### config.mk
export PLATFORM = sky130hd
export DESIGN_NAME = spectral_frame_sequencer_flat
export DESIGN_NICKNAME = d
export VERILOG_FILES = /design/src/rtl/spectral_frame_sequencer_if.sv /design/src/rtl/spectral_frame_sequencer.sv /design/src/flat_wrapper.sv
export SDC_FILE = /design/constraint.sdc
export NUM_CORES = 1
export LEC_CHECK = 0
export BUFFER_PORTS_ARGS = -buffer_cell sky130_fd_sc_hd__buf_2
export CAP_MARGIN = 15
export CELL_PAD_IN_SITES_DETAIL_PLACEMENT = 1
export CELL_PAD_IN_SITES_GLOBAL_PLACEMENT = 1
export CORE_MARGIN = 3
export CORE_UTILIZATION = 36
export DETAILED_ROUTE_END_ITERATION = 6
export GPL_TIMING_DRIVEN = 0
export PLACE_DENSITY_LB_ADDON = 0.2
export REMOVE_ABC_BUFFERS = 1
export SLEW_MARGIN = 20
export SYNTH_ARGS = -nofsm -noshare
export SYNTH_HDL_FRONTEND = slang
export SYNTH_SLANG_ARGS = --single-unit
### constraint.sdc
create_clock -name clk -period 1.6 [get_ports clk]
set_input_delay 0.08 -clock clk [delete_from_list [all_inputs] [get_ports clk]]
set_output_delay 0.08 -clock clk [all_outputs]
set_load 0.005 [all_outputs]
### src/rtl/spectral_frame_sequencer_if.sv
// Frame handshake bundle between the post-FFT section, cart_to_polar and the scaler.
// The sequencer takes the master side; the surrounding datapath takes the slave side.
interface spectral_frame_sequencer_if;
    logic fft_done;
    logic fft_release;
    logic c2p_go;
    logic c2p_buf;
    logic c2p_done;
    logic scaler_go;
    logic scaler_buf;
    logic scaler_done;

    modport master (
        input  fft_done,
        input  c2p_done,
        input  scaler_done,
        output fft_release,
        output c2p_go,
        output c2p_buf,
        output scaler_go,
        output scaler_buf
    );

    modport slave (
        output fft_done,
        output c2p_done,
        output scaler_done,
        input  fft_release,
        input  c2p_go,
        input  c2p_buf,
        input  scaler_go,
        input  scaler_buf
    );
endinterface

### src/rtl/spectral_frame_sequencer.sv
// Ping-pong frame sequencer: cart_to_polar fills scaler buffer pairs 0/1 alternately,
// the scaler drains them in the same order; frames with no free slot are dropped.
module spectral_frame_sequencer #(
    parameter int DROP_W = 8
) (
    input  logic                          clk,
    input  logic                          reset,
    spectral_frame_sequencer_if.master    sif,
    output logic [3:0]                    buf_state,
    output logic [DROP_W-1:0]             drop_count,
    output logic                          busy
);

    typedef enum logic [1:0] {
        EMPTY    = 2'b00,
        FILLING  = 2'b01,
        FULL     = 2'b10,
        DRAINING = 2'b11
    } pair_state_e;

    typedef enum logic {P_IDLE = 1'b0, P_RUN = 1'b1} prod_state_e;
    typedef enum logic {C_IDLE = 1'b0, C_RUN = 1'b1} cons_state_e;

    prod_state_e        p_state_q, p_state_d;
    cons_state_e        c_state_q, c_state_d;
    pair_state_e        pair_q [2];
    pair_state_e        pair_d [2];
    logic               wr_ptr_q, wr_ptr_d;
    logic               rd_ptr_q, rd_ptr_d;
    logic               pending_q, pending_d;
    logic               c2p_done_q;
    logic [DROP_W-1:0]  drop_q, drop_d;
    logic               c2p_go_q, c2p_go_d;
    logic               c2p_buf_q, c2p_buf_d;
    logic               fft_release_q, fft_release_d;
    logic               scaler_go_q, scaler_go_d;
    logic               scaler_buf_q, scaler_buf_d;
    logic               busy_q, busy_d;

    logic               p_start;
    logic               c2p_rise;

    assign p_start  = (p_state_q == P_IDLE) && (pending_q || sif.fft_done) &&
                      (pair_q[wr_ptr_q] == EMPTY);
    assign c2p_rise = sif.c2p_done && !c2p_done_q;

    // Next-state for both FSMs, pair ownership, pending frame and drop counter.
    always_comb begin
        p_state_d     = p_state_q;
        c_state_d     = c_state_q;
        pair_d[0]     = pair_q[0];
        pair_d[1]     = pair_q[1];
        wr_ptr_d      = wr_ptr_q;
        rd_ptr_d      = rd_ptr_q;
        pending_d     = pending_q;
        drop_d        = drop_q;
        c2p_go_d      = 1'b0;
        c2p_buf_d     = c2p_buf_q;
        fft_release_d = 1'b0;
        scaler_go_d   = 1'b0;
        scaler_buf_d  = scaler_buf_q;

        case (p_state_q)
            P_IDLE: begin
                if (p_start) begin
                    p_state_d        = P_RUN;
                    c2p_go_d         = 1'b1;
                    c2p_buf_d        = wr_ptr_q;
                    pair_d[wr_ptr_q] = FILLING;
                end else begin
                    p_state_d = P_IDLE;
                end
            end
            P_RUN: begin
                if (c2p_rise) begin
                    p_state_d        = P_IDLE;
                    pair_d[wr_ptr_q] = FULL;
                    wr_ptr_d         = ~wr_ptr_q;
                    fft_release_d    = 1'b1;
                end else begin
                    p_state_d = P_RUN;
                end
            end
            default: p_state_d = P_IDLE;
        endcase

        // Pairs touched by producer and consumer are always different, so both may apply.
        case (c_state_q)
            C_IDLE: begin
                if (pair_q[rd_ptr_q] == FULL) begin
                    c_state_d        = C_RUN;
                    scaler_go_d      = 1'b1;
                    scaler_buf_d     = rd_ptr_q;
                    pair_d[rd_ptr_q] = DRAINING;
                end else begin
                    c_state_d = C_IDLE;
                end
            end
            C_RUN: begin
                if (sif.scaler_done) begin
                    c_state_d        = C_IDLE;
                    pair_d[rd_ptr_q] = EMPTY;
                    rd_ptr_d         = ~rd_ptr_q;
                end else begin
                    c_state_d = C_RUN;
                end
            end
            default: c_state_d = C_IDLE;
        endcase

        if (p_start) begin
            pending_d = pending_q && sif.fft_done;
        end else if (sif.fft_done) begin
            pending_d = 1'b1;
            if (pending_q && (drop_q != {DROP_W{1'b1}})) begin
                drop_d = drop_q + DROP_W'(1);
            end else begin
                drop_d = drop_q;
            end
        end else begin
            pending_d = pending_q;
        end

        busy_d = pending_d || (p_state_d == P_RUN) ||
                 (pair_d[0] != EMPTY) || (pair_d[1] != EMPTY);
    end

    // State and output registers with synchronous reset.
    always_ff @(posedge clk) begin
        if (reset) begin
            p_state_q     <= P_IDLE;
            c_state_q     <= C_IDLE;
            pair_q[0]     <= EMPTY;
            pair_q[1]     <= EMPTY;
            wr_ptr_q      <= 1'b0;
            rd_ptr_q      <= 1'b0;
            pending_q     <= 1'b0;
            c2p_done_q    <= 1'b0;
            drop_q        <= {DROP_W{1'b0}};
            c2p_go_q      <= 1'b0;
            c2p_buf_q     <= 1'b0;
            fft_release_q <= 1'b0;
            scaler_go_q   <= 1'b0;
            scaler_buf_q  <= 1'b0;
            busy_q        <= 1'b0;
        end else begin
            p_state_q     <= p_state_d;
            c_state_q     <= c_state_d;
            pair_q[0]     <= pair_d[0];
            pair_q[1]     <= pair_d[1];
            wr_ptr_q      <= wr_ptr_d;
            rd_ptr_q      <= rd_ptr_d;
            pending_q     <= pending_d;
            c2p_done_q    <= sif.c2p_done;
            drop_q        <= drop_d;
            c2p_go_q      <= c2p_go_d;
            c2p_buf_q     <= c2p_buf_d;
            fft_release_q <= fft_release_d;
            scaler_go_q   <= scaler_go_d;
            scaler_buf_q  <= scaler_buf_d;
            busy_q        <= busy_d;
        end
    end

    assign sif.c2p_go      = c2p_go_q;
    assign sif.c2p_buf     = c2p_buf_q;
    assign sif.fft_release = fft_release_q;
    assign sif.scaler_go   = scaler_go_q;
    assign sif.scaler_buf  = scaler_buf_q;
    assign buf_state       = {pair_q[1], pair_q[0]};
    assign drop_count      = drop_q;
    assign busy            = busy_q;

endmodule

### src/flat_wrapper.sv
// flat-port wrapper written by rule: the top's interface ports become plain ports
module spectral_frame_sequencer_flat 
#(
    parameter int DROP_W = 8
)
  (clk, reset, buf_state, drop_count, busy, sif_fft_done, sif_c2p_done, sif_scaler_done, sif_fft_release, sif_c2p_go, sif_c2p_buf, sif_scaler_go, sif_scaler_buf);
  spectral_frame_sequencer_if sif_i ();
  input  logic clk;
  input  logic reset;
  output logic [3:0] buf_state;
  output logic [DROP_W-1:0] drop_count;
  output logic busy;
  input wire logic [$bits(sif_i.fft_done)-1:0] sif_fft_done;
  input wire logic [$bits(sif_i.c2p_done)-1:0] sif_c2p_done;
  input wire logic [$bits(sif_i.scaler_done)-1:0] sif_scaler_done;
  output wire logic [$bits(sif_i.fft_release)-1:0] sif_fft_release;
  output wire logic [$bits(sif_i.c2p_go)-1:0] sif_c2p_go;
  output wire logic [$bits(sif_i.c2p_buf)-1:0] sif_c2p_buf;
  output wire logic [$bits(sif_i.scaler_go)-1:0] sif_scaler_go;
  output wire logic [$bits(sif_i.scaler_buf)-1:0] sif_scaler_buf;
  assign sif_i.fft_done = sif_fft_done;
  assign sif_i.c2p_done = sif_c2p_done;
  assign sif_i.scaler_done = sif_scaler_done;
  assign sif_fft_release = sif_i.fft_release;
  assign sif_c2p_go = sif_i.c2p_go;
  assign sif_c2p_buf = sif_i.c2p_buf;
  assign sif_scaler_go = sif_i.scaler_go;
  assign sif_scaler_buf = sif_i.scaler_buf;
  spectral_frame_sequencer #(.DROP_W(DROP_W)) u_core (.clk(clk), .reset(reset), .sif(sif_i), .buf_state(buf_state), .drop_count(drop_count), .busy(busy));
endmodule
# Yosys cells after proc, flatten, opt, wreduce, memory -nomap -nowiden
# Memories as Yosys holds them, arrays and structs flattened. A register that Yosys moved wholly into a read port is not among the register bits.
# Index checks and enable logic that the tools add are counted.
[op_classes] add_sub_neg=1 n_lt_le_gt_ge=4 n_eq_ne=2 n_mux=28 bitwise_logic=18 reduce_logical=23
[ops] operator="4-bit two-way mux" n=4
[ops] operator="4-bit one-hot mux with 2 select lines" n=2
[ops] operator="1-bit two-way mux" n=14
[ops] operator="8-bit by 1-bit adder with 8-bit output, second input constant" n=1
[ops] operator="2-bit two-way mux" n=4
[ops] operator="8-bit inequality test, second input constant" n=1
[ops] operator="2-bit AND reduction" n=4
[ops] operator="1-bit logical AND" n=7
[ops] operator="2-bit OR reduction" n=3
[ops] operator="1-bit inverter" n=5
[ops] operator="2-bit AND" n=2
[ops] operator="4-bit AND" n=1
[ops] operator="2-bit demux with 1-bit select" n=2
[ops] operator="2-bit greater-or-equal comparator, second input constant" n=2
[ops] operator="1-bit logical OR" n=4
[ops] operator="2-bit by 1-bit < comparator with 1-bit output, second input constant" n=2
[ops] operator="1-bit inverter with 2-bit output" n=2
[ops] operator="2-bit inverter" n=2
[ops] operator="4-bit inverter" n=1
[ops] operator="2-bit bitwise OR" n=2
[ops] operator="4-bit bitwise OR" n=1
[ops] operator="1-bit one-hot mux with 2 select lines" n=2
[ops] operator="2-bit nonzero test" n=2
[ops] operator="3-bit AND reduction" n=1
[ops] operator="4 further kinds" n=5
[word_totals] regBits=20 mem_bits_rw=4 out_inout_bits=18 elab_cells=90 n_memories=1
[memory_table] memory="u_core.pair_q" words=2 width=2 rd=4 rd_clocked_by_memory_dff=2 wr=2 line="spectral_frame_sequencer.sv:26" text="pair_state_e pair_q [2];"

# Depth between registers and ports, before layout
# Gate-level depths: netlist of run 1.
[logic_depth] depth_word=15 mapped_depth=6 ltp_nobuf=5

# Worst setup path before layout of run 1
# OpenSTA, ideal clock, no wires.
[synth_timing] path_type="flip-flop to flip-flop" start="register u_core.drop_q[0] (netlist: u_core.drop_count[0])" end="register u_core.drop_q[5] (netlist: u_core.drop_count[5])" setup_ps=123 t_arrival_ps=1420 t_required_ps=1477 slack_ps=57 stages_incl_launch_ff=7 path_buffers=1 period_less_slack_ps=1543 path_cell_list="dfxtp_1 > ha_1 > nand2_1 > nor3_1 > buf_2 > nor4_1 > mux2_1"
[synth_between] elab_chain_cells=3
[synth_rtl] item="start, declared" line="spectral_frame_sequencer.sv:32" text="logic [DROP_W-1:0] drop_q, drop_d;"
[synth_rtl] item="start signal, assigned" line="spectral_frame_sequencer.sv:139" text="drop_q <= {DROP_W{1'b0}};"
[synth_rtl] item="start signal, assigned" line="spectral_frame_sequencer.sv:155" text="drop_q <= drop_d;"
[synth_rtl] item="parallel branches: the longest is 3 deep, another holds 8-bit by 1-bit adder with 8-bit output"
# Parallel ways; which one is timed is not known.
# A chain may end at the register's enable or synchronous reset.

==> results.cfg, run 1 <==
[grt]
antenna_found_initial = 0
grt_pass1_vias = 1107
grt_usage_pct = 15.5
grt_start_max_net_pins = 26
grt_pass1_wl_um = 5000
overflow = 0

[drt]
wl_um = 2940
drtPass1Iterations = 5
drc = 0
wl_met3_um = 81
ant_nets = 0
vias = 1042
routed_via_density = 5.21
top_layer = met4
wl_met2_um = 1450
wl_met1_um = 1400
wl_per_cell_um = 14.7
drt_iter0_drc = 49

[layout]
multi_input_area_um2 = 681
final-seq-area_um2 = 542
fin_cells = 200
syn2layout_area_growth_pct = 33.6
largest_register_ff_count = 8
antennaDiodeCount = 0
final.fill_count = 348
fin_nets = 165
final_util_pct = 53.4
drive_above_1_share_pct = 43.7

[sta]
final.setup.tns_ps = -26.3
finalSetupViolations = 2
hold_viol = 0
timing.fmax_ghz = 0.617
grt_setup_unrepaired = true
timing.final.crit_share_pct = 101
slew_headroom_pct = 66.6
fin_skew_ps = 3.80
worst_slew_pin_slew_ps = 501
period_minus_slack_ps = 1620
layout_setup_ws_ps = -19.5
drv_slew = 0

[run]
cap_violations = 0

[synthesis]
async_flop_share_pct = 0
ys_ff_latch = 26
syn_area_um2 = 1160
avgSynthCellArea_um2 = 9.27
yosys.area.top_type_share_pct = 44.9
synth_largest_area_cell = dfxtp_1
synth_cell_types = 41
yosysWarnings = 0
synth_area_leaders = dfxtp_1 45%, a21oi_1 6.5%, nor2_1 3.6%, nand2_1 2.6%, nand4bb_4 2.4%
yosysSeqAreaShare_pct = 44.9
synthFlopType = dfxtp_1
synth-edff-count = 0
postSynthCellCount = 125

[clock_network]
clock-root-buffer = clkbuf_4
clk-insertion-delay-late_ps = 320
tritoncts = yes
cts_sinks = 26
clk_pin_slew_ps = 130
clockBufferDepth = 2
numCtsBuffers = 3
h-tree-depth = 1

[die]
io_pins = 23
die_w_um = 62.7
die_h_um = 62.7
die_area_um2 = 3940
initial_core_util_pct = 39.9
core.rowCount = 19
fp.coreArea_um2 = 2900

[setup_path]
worstSetupStartpointType = flop
slowest_delay_ps = 420
critPathMaxFanout = 8
path_cells = nor4_4, nand4bb_4, buf_6, buf_4, o21ai_1, a21oi_2
reg2reg_slack_ps = -20
r2r-start = u_core.pair_q[0][0]
crit_arrival_ps = 1880
crit_type = flop to flop
critPathCaptureType = flop
reg2reg_to = u_core.drop_count[0]
crit_required_ps = 1860
worstSetupStartpoint = u_core.pair_q[0][0]
crit_end = u_core.drop_count[0]
reg2regPathDepth = 6
slowest_stage = nor4_4

[place]
dp.cells = 183
place.gp.congestion = 0.822
preCtsSetupSlack_ps = -612
dp.final_hpwl_um = 1930
io_buffer_count = 22

[power_and_ir_drop]
cellPowerDensity_nw_per_um2 = 1140
vdd_ir_drop_max_mv = 0.773
p_leak_nw = 0.633

[min_path]
hp-class = primary input to flop

[outcome]
status = finished, violations left
violations = setup timing
==> worst min-delay path by stage <==
stage / startpoint / slack, ps / end / cells past startpoint
6_report: sif_fft_done / 80 / u_core.pending_q / 3
5_1_grt: sif_fft_done / 70 / u_core.pending_q / 3
4_1_cts: sif_fft_done / 60 / u_core.pending_q / 3
3_5_place_dp: sif_c2p_done / 350 / u_core.c2p_done_q / 3
3_3_place_gp: sif_c2p_done / 330 / u_core.c2p_done_q / 3
2_1_floorplan: reset / 140 / u_core.busy / 1
==> cells in the final DEF (no fill, tap or decap), types with 2 or more instances in the layout <==
cell type / instances
nor2_1: 11
and3b_1: 2
o31ai_1: 3
nand2_1: 7
clkbuf_4: 3
nand3b_1: 2
dfxtp_2: 8
o21ai_0: 5
a21oi_1: 12
o21bai_1: 2
o41ai_1: 2
inv_1: 6
buf_4: 11
buf_2: 22
or3_1: 4
o311a_1: 2
dfxtp_1: 15
nand3_2: 2
dfxtp_4: 3
a21oi_2: 3
nand2b_1: 2
nor4_4: 2
==> worst max-delay path: cells and delay by family (launching register included) <==
| family | cells | cell delay (ps) |
|---|---|---|
| simple gates | 2 | 730 |
| flops | 1 | 380 |
| buf+inv | 2 | 240 |
| compound gates | 2 | 200 |
==> Yosys cell counts (2+ instances only) <==
library cell / instances
nand2b_1: 2
o31ai_1: 3
o21ai_1: 2
inv_1: 6
nor2_1: 11
nand3b_1: 2
o21ai_0: 5
nand3_1: 3
dfxtp_1: 26
or3_1: 4
o311a_1: 2
and3b_1: 2
a21oi_1: 15
nand2_1: 8
o21bai_1: 2
or4_1: 2
clkbuf_1: 4
o41ai_1: 2
buf_2: 2
==> metrics by stage <==
step                power [mW]  hold slack [ps]  area (um2)
floorplan                 1.18              143        1130
global route              1.91             66.1        1550
finish                    1.77             83.2        1550
CTS                       1.71             57.9        1420
detailed placement        1.33              347        1300
global placement          1.31              330        1300
==> final cells by class <==
cell class / instances / share of cell area, %
flip-flops and latches: 26 / 35.0
repair buffers: 35 / 13.8
multi-input cells: 87 / 44.0
clock buffers: 4 / 2.34
well taps: 42 / 3.40
inverters: 6 / 1.46
==> layer usage <==
metal	vias to the layer above	GRT usage, %
met5	-	0
met4	0	3.31
met3	2	4.32
met2	17	25.2
met1	501	20.4
li1	522	-
==> report_power, final <==
group	internal [mW]	switching [mW]
registers	0.758	0.121
logic	0.296	0.268
clock network	0.139	0.189
total	1.19	0.578
==> repair_timing <==
action | 4_1_cts | 5_1_grt
resized for setup | 9 | 25
endpoints found under the hold margin | 1 | 0
setup endpoints to repair | 8 | 11
setup buffers | 6 | 9
hold buffers | 1 | 0
pin swaps | 2 | 13
==> kinds of logic (layout without fill, tap and decap cells) <==
group                    count (synthesis)  count (layout)  share of synthesized area (%)
buffers and inverters                   12              45                           4.10
XOR/XNOR                                 1               1                          0.756
adder cells (fa/ha/maj)                  1               1                           1.08
flip-flops                              26              26                           44.9
multiplexers                             1               1                          0.972
AO/OA/AOI/OAI                           38              38                           21.5
AND/OR/NAND/NOR                         46              46                           26.7
No activity file was read; power rests on OpenSTA's default activity.
==> run 2: changes to the inputs <==
BUFFER_PORTS_ARGS = -buffer_cell sky130_fd_sc_hd__buf_4   (was -buffer_cell sky130_fd_sc_hd__buf_2)
clock period = 1.4 ns   (was 1.6 ns; I/O delays follow)
==> results.cfg, run 2 (synthesis results as in run 1) <==
[setup_path]
crit_type = flop to flop
worstSetupStartpointType = flop
path_cells = nor4_4, nand4bb_4, buf_4, or3_1, a21oi_1
r2r-start = u_core.p_state_q
crit_required_ps = 1670
worstSetupStartpoint = u_core.p_state_q
reg2reg_slack_ps = -160
critPathCaptureType = flop
reg2regPathDepth = 5
slowest_delay_ps = 420
crit_arrival_ps = 1830
reg2reg_to = u_core.drop_count[7]
crit_end = u_core.drop_count[7]
critPathMaxFanout = 8
slowest_stage = dfxtp_4

[layout]
layout_common_cells = 29 x buf_4, 16 x dfxtp_1, 14 x a21oi_1, 11 x nor2_1
fin_nets = 165
final_util_pct = 56.0
syn2layout_area_growth_pct = 40.3
antennaDiodeCount = 0
final.fill_count = 345
largest_register_ff_count = 8
final_common_cell = buf_4
final_area_um2 = 1630
drive_above_1_share_pct = 42.4

[outcome]
violations = setup timing
status = finished, violations left

[die]
initial_core_util_pct = 39.9
io_pins = 23
die_area_um2 = 3940
fp.coreArea_um2 = 2900
die_w_um = 62.7
core.rowCount = 19
die_h_um = 62.7

[clock_network]
clockBufferDepth = 2
clk_pin_slew_ps = 140
clock-root-buffer = clkbuf_4
clk-insertion-delay-late_ps = 330
cts_sinks = 26
numCtsBuffers = 3
h-tree-depth = 1
tritoncts = yes

[place]
dp.final_hpwl_um = 2040
io_buffer_count = 22
place_area_um2 = 1350
place.gp.congestion = 0.815

[sta]
final.setup.tns_ps = -1200
layout_setup_ws_ps = -159
grt_setup_unrepaired = true
slew_headroom_pct = 76.0
hold_viol = 0
fin_skew_ps = 11.0
finalSetupViolations = 14
timing.fmax_ghz = 0.642
drv_slew = 0
period_minus_slack_ps = 1560
worst_slew_pin_slew_ps = 359
timing.final.crit_share_pct = 111

[drt]
wl_um = 3170
drt_iter0_drc = 42
drc = 0
wl_per_cell_um = 15.8
vias = 1065
ant_nets = 0
drtPass1Iterations = 4
routed_via_density = 5.33

[grt]
grt_start_max_net_pins = 26
grt_usage_pct = 16.9
grt_pass1_vias = 1108
antenna_found_initial = 0
grt_pass1_wl_um = 5400
overflow = 0

[run]
cap_violations = 0

[min_path]
hp-class = primary input to flop
whs_path_depth = 3

[power_and_ir_drop]
cellPowerDensity_nw_per_um2 = 1300
vdd_ir_drop_max_mv = 0.807
p_leak_nw = 0.644
[run 2: cell types whose count changed in the layout (fill, tap and decap cells not counted), moves of 2 or more]
cell	before	now
a21oi_2	3	1
dfxtp_2	8	4
buf_2	22	0
buf_6	1	5
a21oi_1	12	14
dfxtp_4	3	6
buf_4	11	29
[run 2: worst min-delay path by stage]
stage | startpoint | endpoint | slack (ps)
final | sif_fft_done | u_core.pending_q | 20
after global routing | sif_fft_done | u_core.pending_q | 20
after CTS | sif_fft_done | u_core.pending_q | 10
after detailed placement | sif_c2p_done | u_core.c2p_done_q | 340
after global placement | sif_c2p_done | u_core.c2p_done_q | 310
after floorplan | reset | u_core.busy | 130
[run 2: final cells by class]
type	instances	area, um2	area share, %
Multi-Input combinational cell	87	682	42.0
Inverter	6	22.5	1.39
Clock buffer	4	36.3	2.23
Sequential cell	26	548	33.7
Timing Repair Buffer	35	284	17.5
Tap cell	42	52.6	3.23
[run 2: where the power goes]
group | internal, mW | switching, mW | total, mW
Sequential | 0.868 | 0.136 | 1.00
Combinational | 0.400 | 0.326 | 0.726
Clock | 0.159 | 0.223 | 0.382
[run 2: repair_timing]
| item | in CTS | in global routing |
|---|---|---|
| hold buffers | 1 | 0 |
| endpoints found under the hold margin | 1 | 0 |
| pin swaps | 12 | 7 |
| gates cloned | 0 | 0 |
| setup buffers | 10 | 2 |
| resized for setup | 20 | 19 |
| endpoints found under the setup margin | 14 | 15 |
[run 2: per-layer routing]
metal  wire length [um]  GRT usage [%]  part of all wire, %
met2               1580           29.0                   50
met1               1450           21.8                   46
met5                  0              0                    0
met4                 14           2.48                 0.44
met3                120           3.96                  3.8
[run 2: through the flow]
stage	total power [mW]	hold slack (ps)	worst slack [ps]	std cells
final	2.11	19.1	-159	200
after global routing	2.26	22.9	-199	200
after CTS	2.05	9.70	-144	198
after detailed placement	1.55	345	-783	183
after global placement	1.53	310	-683	183
after floorplan	1.34	133	-395	119
[run 2: worst max-delay path: cells and delay by family (launching register included)]
kind | cells | cell delay [ps]
buf+inv | 1 | 210
compound gates | 1 | 160
flops | 1 | 420
simple gates | 3 | 720
==> run 3: changes to the inputs <==
CORE_UTILIZATION = 40   (was 36)
clock period = 1.6 ns   (was 1.4 ns; I/O delays follow)
==> results.cfg, run 3 (synthesis results as in run 1) <==
[layout]
drive_above_1_share_pct = 40.8
final.fill_count = 301
final-seq-area_um2 = 543
multi_input_area_um2 = 664
fin_nets = 164
antennaDiodeCount = 0
syn2layout_area_growth_pct = 35.4
largest_register_ff_count = 8
final_common_cell = buf_4
layout_common_cells = 31 x buf_4, 16 x dfxtp_1, 13 x a21oi_1, 11 x nor2_1, 7 x nand2_1
final_util_pct = 60.1
final_area_um2 = 1570

[sta]
drv_slew = 0
slew_headroom_pct = 71.7
timing.final.crit_share_pct = 100
fin_skew_ps = 1.59
worst_slew_pin_slew_ps = 423
layout_setup_ws_ps = -6.95
hold_viol = 0
timing.fmax_ghz = 0.622
finalSetupViolations = 1
period_minus_slack_ps = 1610
grt_setup_unrepaired = true

[setup_path]
crit_type = flop to flop
crit_required_ps = 1860
reg2reg_slack_ps = -7
critPathCaptureType = flop
reg2regPathDepth = 4
reg2reg_to = u_core.busy
crit_arrival_ps = 1870
critPathMaxFanout = 4
worstSetupStartpointType = flop
r2r-start = u_core.pair_q[1][0]

[clock_network]
h-tree-depth = 1
numCtsBuffers = 3
cts_sinks = 26
tritoncts = yes
clock-root-buffer = clkbuf_4
clk-insertion-delay-late_ps = 320
clockBufferDepth = 2
clk_pin_slew_ps = 140

[power_and_ir_drop]
pwr-share-comb_pct = 33.5
cellPowerDensity_nw_per_um2 = 1170
swShare_pct = 32.5
clockPowerShare_pct = 18.5
p_switching_mw = 0.596
vdd_ir_drop_max_mv = 0.703
p_int_mw = 1.24
pwr-share-seq_pct = 48.0
p_leak_nw = 0.617

[grt]
overflow = 0
grt_usage_pct = 18.5
antenna_found_initial = 0
grt_start_max_net_pins = 26
grt_pass1_wl_um = 5010
grt_pass1_vias = 1071

[drt]
drc = 0
ant_nets = 0
drtPass1Iterations = 4
vias = 1045
drt_iter0_drc = 67
wl_per_cell_um = 16.1
wl_um = 3020
routed_via_density = 5.59

[place]
io_buffer_count = 22
place.gp.congestion = 0.779
place_area_um2 = 1340
preCtsSetupSlack_ps = -524
dp.final_hpwl_um = 2010

[min_path]
hp-class = primary input to flop
hold-path-endpoint = u_core.pending_q
hp-start = sif_fft_done
whs_path_depth = 3

[die]
die_area_um2 = 3580
core.rowCount = 18
io_pins = 23
die_w_um = 59.8
fp.coreArea_um2 = 2610
die_h_um = 59.8
initial_core_util_pct = 44.3

[run]
cap_violations = 0

[outcome]
violations = setup timing
status = finished, violations left
[run 3: cell count changes in the layout (fill, tap and decap cells not counted), moves of 2 or more]
cell     previous run  this run
buf_4              29        31
buf_6               5         2
dfxtp_2             4         6
dfxtp_4             6         4
or4_1               2         0
or4_4               0         2
[run 3: worst max-delay path by stage]
stage | from | endpoint | slack (ps) | depth (start not counted)
2_1_floorplan | u_core.drop_count[0] | u_core.drop_count[5] | -190 | 5
3_3_place_gp | u_core.drop_count[0] | u_core.drop_count[5] | -460 | 5
3_5_place_dp | u_core.drop_count[0] | u_core.drop_count[5] | -520 | 5
4_1_cts | u_core.drop_count[3] | u_core.drop_count[7] | 0.5 | 4
5_1_grt | u_core.pair_q[1][0] | u_core.busy | -80 | 4
6_report | u_core.pair_q[1][0] | u_core.busy | -7 | 4
[run 3: power groups by stage]
| stage | sequential (mW) | combinational, mW | clock, mW |
|---|---|---|---|
| 2_1_floorplan | 0.851 | 0.324 | 0 |
| 3_3_place_gp | 0.864 | 0.472 | 0 |
| 3_5_place_dp | 0.873 | 0.492 | 0 |
| 4_1_cts | 0.867 | 0.525 | 0.348 |
| 5_1_grt | 0.898 | 0.671 | 0.389 |
| 6_report | 0.880 | 0.614 | 0.339 |
[run 3: worst max-delay path: stages (launching register included)]
cell and delay (ps):
dfxtp_2 380, nor4b_4 450, o22ai_4 150, o311a_1 380
a41oi_2 170
[run 3: per-stage QoR]
stage	hold slack [ps]	cells	TNS, ps	total power, mW
floorplan	143	119	-237	1.18
global placement	324	171	-1970	1.34
detailed placement	341	171	-2530	1.37
CTS	41.3	180	0	1.74
global route	28.7	187	-351	1.96
finish	65.3	187	-6.95	1.83
[run 3: cell type report]
| type | instances | share of cell area (%) |
|---|---|---|
| multi-input combinational | 87 | 42.3 |
| sequential | 26 | 34.6 |
| timing repair buffer | 34 | 16.9 |
| tap | 30 | 2.39 |
| clock buffer | 4 | 2.31 |
| inverter | 6 | 1.44 |
[run 3: metal layers]
layer,vias up,track usage (%),part of all wire (%)
li1,528,-,-
met1,494,23.1,44
met2,19,32.1,52
met3,4,2.59,3.3
met4,0,6.65,1.1
met5,-,0,0
[run 3: timing repair]
action | 4_1_cts | 5_1_grt
setup endpoints to repair | 10 | 11
resized for setup | 9 | 22
endpoints found under the hold margin | 1 | 0
hold buffers | 1 | 0
buffers inserted | 4 | 9
pin swaps | 4 | 12
